### src/rtl/cosim_result_serializer.sv
// Buffers 128-bit cosim result vectors in a small FIFO and streams each as four
// 32-bit beats (low word first), with a running beat checksum and vector count.
module cosim_result_serializer #(
  parameter int DEPTH = 4,
  parameter int CNT_W = 16
) (
  input  logic             clk,
  input  logic             rst,
  input  logic             in_valid,
  output logic             in_ready,
  input  logic [127:0]     in_data,
  output logic             out_valid,
  input  logic             out_ready,
  output logic [31:0]      out_data,
  output logic             out_last,
  output logic [31:0]      checksum,
  output logic [CNT_W-1:0] vec_count,
  output logic             overflow
);
  localparam int AW = $clog2(DEPTH);

  typedef enum logic {IDLE, SEND} state_t;
  state_t state, state_nxt;

  logic [DEPTH-1:0][127:0] mem;
  logic [AW-1:0]           wr_ptr, rd_ptr;
  logic [AW:0]             count;
  logic [1:0]              idx;
  logic                    full, push, beat, pop;

  // Full comes only from registered occupancy, so a same-cycle pop never frees a slot.
  assign full     = (count == (AW+1)'(DEPTH));
  assign in_ready = !full;
  assign push     = in_valid && !full;
  assign beat     = out_valid && out_ready;
  assign pop      = beat && (idx == 2'd3);

  always_comb begin
    state_nxt = state;
    out_valid = 1'b0;
    case (state)
      IDLE: if (push) state_nxt = SEND;
      SEND: begin
        out_valid = 1'b1;
        if (pop && count == (AW+1)'(1) && !push) state_nxt = IDLE;
      end
      default: state_nxt = IDLE;
    endcase
  end

  assign out_data = out_valid ? mem[rd_ptr][32*idx +: 32] : 32'h0;
  assign out_last = out_valid && (idx == 2'd3);

  always_ff @(posedge clk) begin
    if (rst) begin
      state     <= IDLE;
      wr_ptr    <= '0;
      rd_ptr    <= '0;
      count     <= '0;
      idx       <= '0;
      checksum  <= '0;
      vec_count <= '0;
      overflow  <= 1'b0;
    end else begin
      state <= state_nxt;
      if (push) wr_ptr <= wr_ptr + 1'b1;
      if (pop)  rd_ptr <= rd_ptr + 1'b1;
      count <= count + (AW+1)'(push) - (AW+1)'(pop);
      if (beat) begin
        checksum <= checksum + out_data;
        idx      <= idx + 2'd1;  // wraps 3 -> 0 on the last beat
      end
      if (pop) vec_count <= vec_count + 1'b1;
      if (in_valid && full) overflow <= 1'b1;
    end
  end

  // Storage needs no reset: nothing is presented until a push has written the slot.
  always_ff @(posedge clk) begin
    if (push) mem[wr_ptr] <= in_data;
  end
endmodule
### config.mk
export PLATFORM = sky130hd
export DESIGN_NAME = cosim_result_serializer
export DESIGN_NICKNAME = d
export VERILOG_FILES = /design/src/rtl/cosim_result_serializer.sv
export SDC_FILE = /design/constraint.sdc
export NUM_CORES = 1
export LEC_CHECK = 0
export ABC_AREA = 1
export CAP_MARGIN = 15
export CORE_MARGIN = 1.5
export CORE_UTILIZATION = 29
export DETAILED_ROUTE_END_ITERATION = 12
export MAX_ROUTING_LAYER = met4
export PLACE_DENSITY = 0.53
export SYNTH_ARGS = -nofsm -noshare
export SYNTH_HDL_FRONTEND = slang
export SYNTH_SLANG_ARGS = --single-unit
### constraint.sdc
create_clock -name clk -period 9.1 [get_ports clk]
set_input_delay 0.91 -clock clk [delete_from_list [all_inputs] [get_ports clk]]
set_output_delay 0.91 -clock clk [all_outputs]
set_load 0.01 [all_outputs]
; Word level (Yosys, flattened, before mapping)
; Cells that the tools add are included.
; Widths: inputs -> output; s select.
[word_totals]
regBits = 571
input_bits = 132
out_inout_bits = 84
elab_cells = 47
[classes]
n_addsub = 7
order_cmp = 3
n_eq_ne = 3
shift = 1
mux = 10
bitwise_logic = 1
n_reduce_logical = 10
[ops]
columns = cell, count
row1 = $bwmux 512, 1
row2 = $bmux 128 s2, 1
row3 = $demux 128 s2, 1
row4 = $mux 128, 2
row5 = $shiftx 128x8->32, 1
row6 = $add 32x32->32, 1
row7 = $mux 32, 1
row8 = $add 16x1->16 const B, 1
row9 = $logic_and 1x1->1, 8
row10 = $add 2x1->2 const B, 3
row11 = $lt 2x3->1 const B, 2
row12 = $add 3x1->3, 1
row13 = $eq 3x1->1 const B, 1
row14 = $eq 3x3->1 const B, 1
row15 = $mux 1, 3
row16 = $sub 3x1->3, 1
row17 = $eq 2x2->1 const B, 1
row18 = $ge 2x1->1 const B, 1
row19 = $logic_not 1->1, 2
row20 = $pmux 1 s2, 1
row21 = $not 1->1, 1

; Longest topological paths before layout
; Gate-level depths: netlist of run 1.
[logic_depth]
word_depth = 7
ltp_mapped = 24
ltp_nobuf = 21

; Worst setup path after synthesis of run 1
; No wires, ideal clock.
[synth_path]
path_kind = input -> register
start = in in_valid
end = reg mem[0] (netlist name), enable pin
setup_ps = 617
arrival_ps = 6425
t_required_ps = 8483
slack_ps = 2058
cell_stages = 2
n_path_buf = 0
path_cell_list = nand2_1 -> nor2_1
[synth_via]
elab_chain_len = 1
[synth_rtl]
columns = element, line_no
row1 = start: declaration, 9  ; input logic in_valid,
row2 = $logic_and 1x1->1, 34  ; assign push = in_valid && !full;
row3 = end signal: indexed assignment, 80  ; if (push) mem[wr_ptr] <= in_data;
row4 = end: declaration, 25  ; logic [DEPTH-1:0][127:0] mem;
; No other way between the ends.
; A chain may end at the register's enable or synchronous reset.

; Worst setup path after layout of run 1
[layout_path]
start = reg rd_ptr[0]
end = out out_data[8]
[layout_via]
elab_chain_len = 4
[layout_rtl]
columns = element, line_no
row1 = start: declaration, 26  ; logic [AW-1:0] wr_ptr, rd_ptr;
row2 = start signal: assignment, 67  ; if (pop) rd_ptr <= rd_ptr + 1'b1;
row3 = $bmux 128 s2, 51  ; assign out_data = out_valid ? mem[rd_ptr][32*idx +: 32] : 32'h0;
row4 = $mux 128 (implied by the code), 51
row5 = $shiftx 128x8->32, 51
row6 = $mux 32, 51
row7 = end: declaration, 14  ; output logic [31:0] out_data,
; No other way between the ends. The select of a mux whose other input is x is not followed.

==> results by group, run 1 <==
Status
  • Outcome: completed

Global route
  • Largest net degree at the start of global routing: 129
  • Initial antenna violation count: 7
  • GRT Residual Overflow: 0
  • Global-route wire length before repair: 110700 um
  • Vias in the first global route: 16810
  • All-Layer GR Usage: 0.1780

Place
  • RePlAce Congestion: 0.8892
  • Port-buffer cells: 215
  • DP Wirelength: 48320 um

Clock network
  • Clk_lat worst skew: 0.65 ns
  • Total CTS buffers: 61
  • Clock Tree Buf Depth: 3
  • Cts repair resizes: 0
  • Root Driver: clkbuf_16
  • CTS Sinks: 571
  • Cts hold-fix bufs: 0
  • CTS H-tree lvls: 2
  • Post-CTS Setup Repair Bufs: 0
  • CTS tree: yes
  • Clock slew at reported path FFs: 0.06 ns

Critical path
  • CP max FO: 99
  • Worst setup SP type: flip-flop
  • CP Capture Type: output pin
  • CP Data Arrival Time: 4.70 ns
  • Critical Path RT: 8.19 ns
  • Crit Path Category: flip-flop to output pin

Cells and area
  • Synthesis-to-layout area growth: 21.35%
  • Final net count: 2458
  • Share of layout cells above drive strength 1: 0.05570

Timing
  • Fmax: 178.4 MHz
  • Slew HR: 0.3019
  • RSZ-0062 raised after global routing: no
  • Final period utilization: 0.6160
  • Minimum clock period: 5.605 ns
  • Skew final: 0.02877 ns
  • Final Setup Violations: 0
  • Setup_tns: 0 ns
  • Slew Limit Fails: 0
  • Endpoints failing hold: 0
  • Slew @ Worst Pin: 1.046 ns

Synthesis
  • Seq/Total Area, Yosys: 0.6815
  • Synth top area cells: edfxtp_1, o21ai_0, nor2_1, dfxtp_1, o221ai_1
  • Synthesized area: 24290 um^2
  • Average size of a mapped cell: 11.53 um^2
  • Mapped Cells: 2107
  • Post-synth top area share: 0.6329
  • Yosys cell types: 43
  • Synth Register Bits: 571
  • Yosys warns: 0
  • Syn Nets: 2280
  • Leading area contributor after synthesis: edfxtp_1

Flow run
  • Max_cap viols: 0

Detailed routing
  • Initial DRC count: 1375
  • Antenna viol nets, final: 0
  • Routed WL per cell: 22.08 um
  • Routed WL: 75220 um
  • Detailed-route DRC error count: 0
  • Via density: 5.017
  • Drt pass-1 iters: 5
  • Via count: 17090

Floorplanning
  • Core ar.: 82500 um^2
  • Row count: 105
  • Starting density of the core: 0.2944
  • Die Y: 292.4 um
  • Die W: 292.4 um
  • Full die area: 85520 um^2
  • Ports: 216

Pwr
  • Pleak: 0.01016 uW
  • Reg power frac: 0.501
  • Combinational power share: 0.108
  • Sw Ratio: 0.2474
  • Pwr/cell area: 212.0 nW/um^2
  • Clock share of power: 0.390
  • Int Power: 4704 uW
  • Worst VDD drop: 0.0001438 V
  • Switching power total: 1547 uW
  • Tot Pwr: 6251 uW

Worst hold path
  • Worst min-delay path category: flip-flop to flip-flop
layout by cell type, fill, tap and decap left out, drive strengths merged, types with 15 or more instances in the layout:
master / count
edfxtp: 512
nor2: 371
o21ai: 298
clkdlybuf4s50: 215
nand2: 184
inv: 130
o221ai: 94
a21oi: 92
nand3: 88
clkbuf: 77
dfxtp: 59
ha: 39
o211ai: 33
o22ai: 30
clkinv: 28
buf: 20
xor2: 15
power groups by stage:
stage	Combinational, uW	Sequential, uW	Clock (uW)
floorplan	325	3210	0
global placement	685	3180	0
detailed placement	687	3190	0
CTS	689	3130	2500
global route	738	3150	2600
finish	678	3130	2440
synthesized netlist by cell type, drive strengths merged:
| cell type | count |
|---|---|
| nand3b | 1 |
| clkinv | 1 |
| xnor2 | 2 |
| nand2b | 1 |
| xor2 | 15 |
| nand4 | 9 |
| clkbuf | 83 |
| fa | 2 |
| nor2 | 371 |
| o211ai | 33 |
| nand2 | 184 |
| nor3b | 1 |
| and2 | 2 |
| ha | 39 |
| edfxtp | 512 |
| o21a | 1 |
| nand3 | 88 |
| dfxtp | 59 |
| or2 | 2 |
| a21o | 2 |
| o21ai | 298 |
| a21oi | 92 |
| o41ai | 1 |
| inv | 129 |
| o21bai | 4 |
| nor3 | 14 |
| o221ai | 94 |
| o22ai | 30 |
| buf | 37 |
stage by stage:
| step | utilization | instance area [um^2] | hold WS, ns | setup slack, ns | std cells |
|---|---|---|---|---|---|
| after global routing | 0.3573 | 29480 | 0.4745 | 3.113 | 3407 |
| after CTS | 0.3572 | 29470 | 0.4611 | 3.355 | 3404 |
| after detailed placement | 0.3334 | 27510 | 0.4514 | 4.018 | 3292 |
| after floorplan | - | 24290 | 0.4740 | 2.058 | 2107 |
| final | 0.3573 | 29480 | 0.4527 | 3.495 | 3407 |
| after global placement | 0.3334 | 27510 | 0.4429 | 4.028 | 3292 |
final timing paths:
path | from | endpoint | slack, ns | cells after the start
worst max-delay path | rd_ptr[0]$_SDFFE_PP0P_ | out_data[8] | 3.49 | 7
worst min register to register | overflow$_SDFFE_PP0P_ | overflow$_SDFFE_PP0P_ | 0.45 | 2
worst min-delay path | overflow$_SDFFE_PP0P_ | overflow$_SDFFE_PP0P_ | 0.45 | 2
worst max register to register | rd_ptr[0]$_SDFFE_PP0P_ | checksum[24]$_SDFFE_PP0P_ | 3.95 | 16
critical path, cell delays in order (launching register included):
cell             delay, ns
dfxtp_4               0.58
inv_6                 0.66
buf_4                 0.82
o21ai_0               0.18
o221ai_1              0.27
nand3_1               0.11
a21oi_1               0.69
clkdlybuf4s50_1       0.68
state kept, by name, summed over array words and instances, names as in the netlist:
signal	count
count	3
idx	2
overflow	1
wr_ptr	2
checksum	32
mem	512
rd_ptr	2
vec_count	16
state	1
layout make-up:
cell class              instances  area [um^2]
clock inverters                35        379.1
multi-input cells            1286         6766
clock buffers                  77         1587
fillers                      8084        53020
diodes                          3        7.507
repair buffers                235         2340
flip-flops and latches        571        16570
inverters                     130        494.2
well taps                    1070         1339
metal layers:
layer	wire (um)	vias to the layer above	track usage
met5	0	-	-
met4	1812	0	0.04777
met3	3640	91	0.02686
met2	37010	457	0.2948
met1	32750	8524	0.2274
li1	-	8020	-
cells by family (layout without fill, tap and decap cells):
group	after synthesis	after routing	share of synthesized area
xor gates and xnor gates	17	17	0.006129
other	0	3	0
AOI/OAI and AO/OA	555	555	0.1350
and+or+nand+nor	673	673	0.1144
buffers and inverters	250	477	0.04120
adders and majority gates	41	41	0.02173
DFF	571	571	0.6815
(Power assumes the default switching activity.)
==> run 2: changes to the inputs <==
--- a/config.mk
+++ b/config.mk
@@ -11,7 +11,7 @@
 export CORE_UTILIZATION = 29
 export DETAILED_ROUTE_END_ITERATION = 12
 export MAX_ROUTING_LAYER = met4
-export PLACE_DENSITY = 0.53
+export PLACE_DENSITY = 0.54
 export SYNTH_ARGS = -nofsm -noshare
 export SYNTH_HDL_FRONTEND = slang
 export SYNTH_SLANG_ARGS = --single-unit
==> constraint.sdc (replaced) <==
create_clock -name clk -period 4.6 [get_ports clk]
set_input_delay 0.46 -clock clk [delete_from_list [all_inputs] [get_ports clk]]
set_output_delay 0.46 -clock clk [all_outputs]
set_load 0.01 [all_outputs]
==> run 2 against run 1 <==
Effect of this change:
- combinational power up 110%
- global-route usage up 0.40 points
- first-iteration DRC count up 2.8%
- sequential share of layout area down 0.78 points
- power up 97%
- die area unchanged
- critical path depth up 1
- count of clock-buffer cells in the layout down 1
- design area up 1.4%
- routed wire length up 2.6%
- non-clock buffer count up 35
- hold slack worse by 0.0052 ns
- highest routed layer unchanged
==> results by group, run 2 (synthesis results as in run 1) <==
Pwr
  • Tot Pwr: 12310 uW
  • Pleak: 0.01037 uW
  • Pwr/cell area: 411.8 nW/um^2
  • Worst VDD drop: 0.0002853 V

Clock network
  • CTS Sinks: 571
  • Cts repair resizes: 0
  • Root Driver: clkbuf_16
  • CTS H-tree lvls: 2
  • CTS tree: yes
  • Cts hold-fix bufs: 0
  • Clk_lat worst skew: 0.64 ns
  • Clock slew at reported path FFs: 0.06 ns
  • Total CTS buffers: 61
  • Clock Tree Buf Depth: 3
  • Post-CTS Setup Repair Bufs: 0

Critical path
  • WP buf/inv: 4
  • Crit Path Category: flip-flop to output pin
  • WP depth: 8
  • Critical-path top delay cell: clkdlybuf4s50_1
  • Worst setup SP type: flip-flop
  • Crit path largest cell delay: 0.64 ns
  • FF-to-FF path depth: 18
  • Critical Path RT: 4.14 ns
  • Delay-heaviest family, CP: buffers and inverters
  • Reg2reg start: rd_ptr[0]$_SDFFE_PP0P_
  • Crit path from: rd_ptr[0]$_SDFFE_PP0P_
  • R2R Path End: checksum[30]$_SDFFE_PP0P_
  • CP Capture Type: output pin
  • CP Data Arrival Time: 3.65 ns
  • Worst setup endpoint: out_data[23]
  • Worst path cell trace: inv_6, buf_12, buf_4, o21ai_0, o221ai_1, o211ai_1, a21oi_1, clkdlybuf4s50_1
  • R2R setup slack: 0.68 ns
  • CP max FO: 50

Place
  • Port-buffer cells: 215
  • Pre-CTS setup slack: 0.6972 ns
  • RePlAce Congestion: 0.9048
  • DP Wirelength: 50590 um
  • Dpl cells: 3327

Detailed routing
  • Routed WL per cell: 22.39 um
  • Initial DRC count: 1413
  • Via density: 5.035
  • Drt pass-1 iters: 6
  • Via count: 17350
  • Detailed-route DRC error count: 0
  • Antenna viol nets, final: 0
  • Routed WL: 77140 um

Floorplanning
  • Ports: 216
  • Core ar.: 82500 um^2
  • Die W: 292.4 um
  • Die Y: 292.4 um
  • Starting density of the core: 0.2944
  • Full die area: 85520 um^2
  • Row count: 105

Global route
  • Vias in the first global route: 16910
  • GRT Residual Overflow: 0
  • Largest net degree at the start of global routing: 129
  • All-Layer GR Usage: 0.1820
  • Global-route wire length before repair: 112500 um
  • Initial antenna violation count: 7

Timing
  • Worst hold slack: 0.4475 ns
  • RSZ-0062 raised after global routing: no
  • Final period utilization: 0.8938
  • Slew HR: 0.2946
  • Slew Limit Fails: 0
  • Post-route worst setup slack: 0.4884 ns
  • Fmax: 243.2 MHz
  • Endpoints failing hold: 0
  • Final Setup Violations: 0
  • Minimum clock period: 4.112 ns
  • Skew final: 0.02623 ns
  • Slew @ Worst Pin: 1.057 ns

Cells and area
  • Synthesis-to-layout area growth: 23.06%
  • Max FFs per register: 512
  • Share of layout cells above drive strength 1: 0.06920
  • Post-route insts no fill: 3446
  • Fillcell total: 8053
  • Final net count: 2493
  • Most common cell after layout, fill and taps aside: edfxtp_1
  • Top Registers: mem: 512 flops, checksum: 32 flops, vec_count: 16 flops
  • Largest Register: mem
  • Area of the multi-input gates: 6766 um^2
  • Flip-flop and latch area: 16570 um^2
  • Commonest cells after routing, fill and taps aside: edfxtp_1, nor2_1, o21ai_0
  • Final Util: 0.3623

Worst hold path
  • Worst min-delay path category: input port to flip-flop

Status
  • Outcome: completed

Flow run
  • Max_cap viols: 0
run 2: worst min path at each step:
stage                                     start                     to  slack, ns  depth (start not counted)
after floorplan           overflow$_SDFFE_PP0P_  overflow$_SDFFE_PP0P_       0.47                          2
after global placement    overflow$_SDFFE_PP0P_  overflow$_SDFFE_PP0P_       0.45                          2
after detailed placement  overflow$_SDFFE_PP0P_  overflow$_SDFFE_PP0P_       0.45                          2
after CTS                           in_data[38]     mem[294]$_DFFE_PP_       0.41                          1
after global routing                in_data[39]     mem[423]$_DFFE_PP_       0.44                          1
final                                  in_valid  overflow$_SDFFE_PP0P_       0.45                          3
run 2: per-stage QoR:
step / TNS (ns) / cell area (um^2)
2_1_floorplan: -23.30 / 24300
3_3_place_gp: 0 / 27970
3_5_place_dp: 0 / 27970
4_1_cts: 0 / 29880
5_1_grt: 0 / 29890
6_report: 0 / 29890
run 2: worst reg2reg max path, stage by stage (launching register included):
cell	delay, ns
dfxtp_4	0.38
inv_6	0.33
buf_12	0.30
buf_4	0.24
o21ai_0	0.09
o221ai_1	0.22
o211ai_1	0.31
a21oi_1	0.54
ha_1	0.39
a21oi_1	0.21
o21ai_0	0.15
nand2_1	0.09
nand3_1	0.08
a21oi_1	0.19
nand2_1	0.07
nand2_1	0.06
nand3_1	0.06
nand2_1	0.09
inv_1	0.03
run 2: layout make-up:
type / count / share of cell area
antenna: 6 / 0.0005022
clock buffer: 76 / 0.05366
clock inverter: 37 / 0.01025
inverter: 130 / 0.01653
multi-input combinational: 1286 / 0.2263
sequential: 571 / 0.5542
tap: 1070 / 0.04478
timing repair buffer: 270 / 0.09375
run 2: report_power, final:
group / switching, uW / internal, uW
Sequential: 108 / 6070
Clock: 2020 / 2680
Combinational: 932 / 499
run 2: per-layer routing:
metal  part of all wire  up-vias  GRT usage
met4              0.023        0    0.04815
met1               0.43     8619     0.2330
met2               0.50      537     0.3048
met5                  0        -          -
met3              0.050       89    0.02254
li1                   -     8106          -
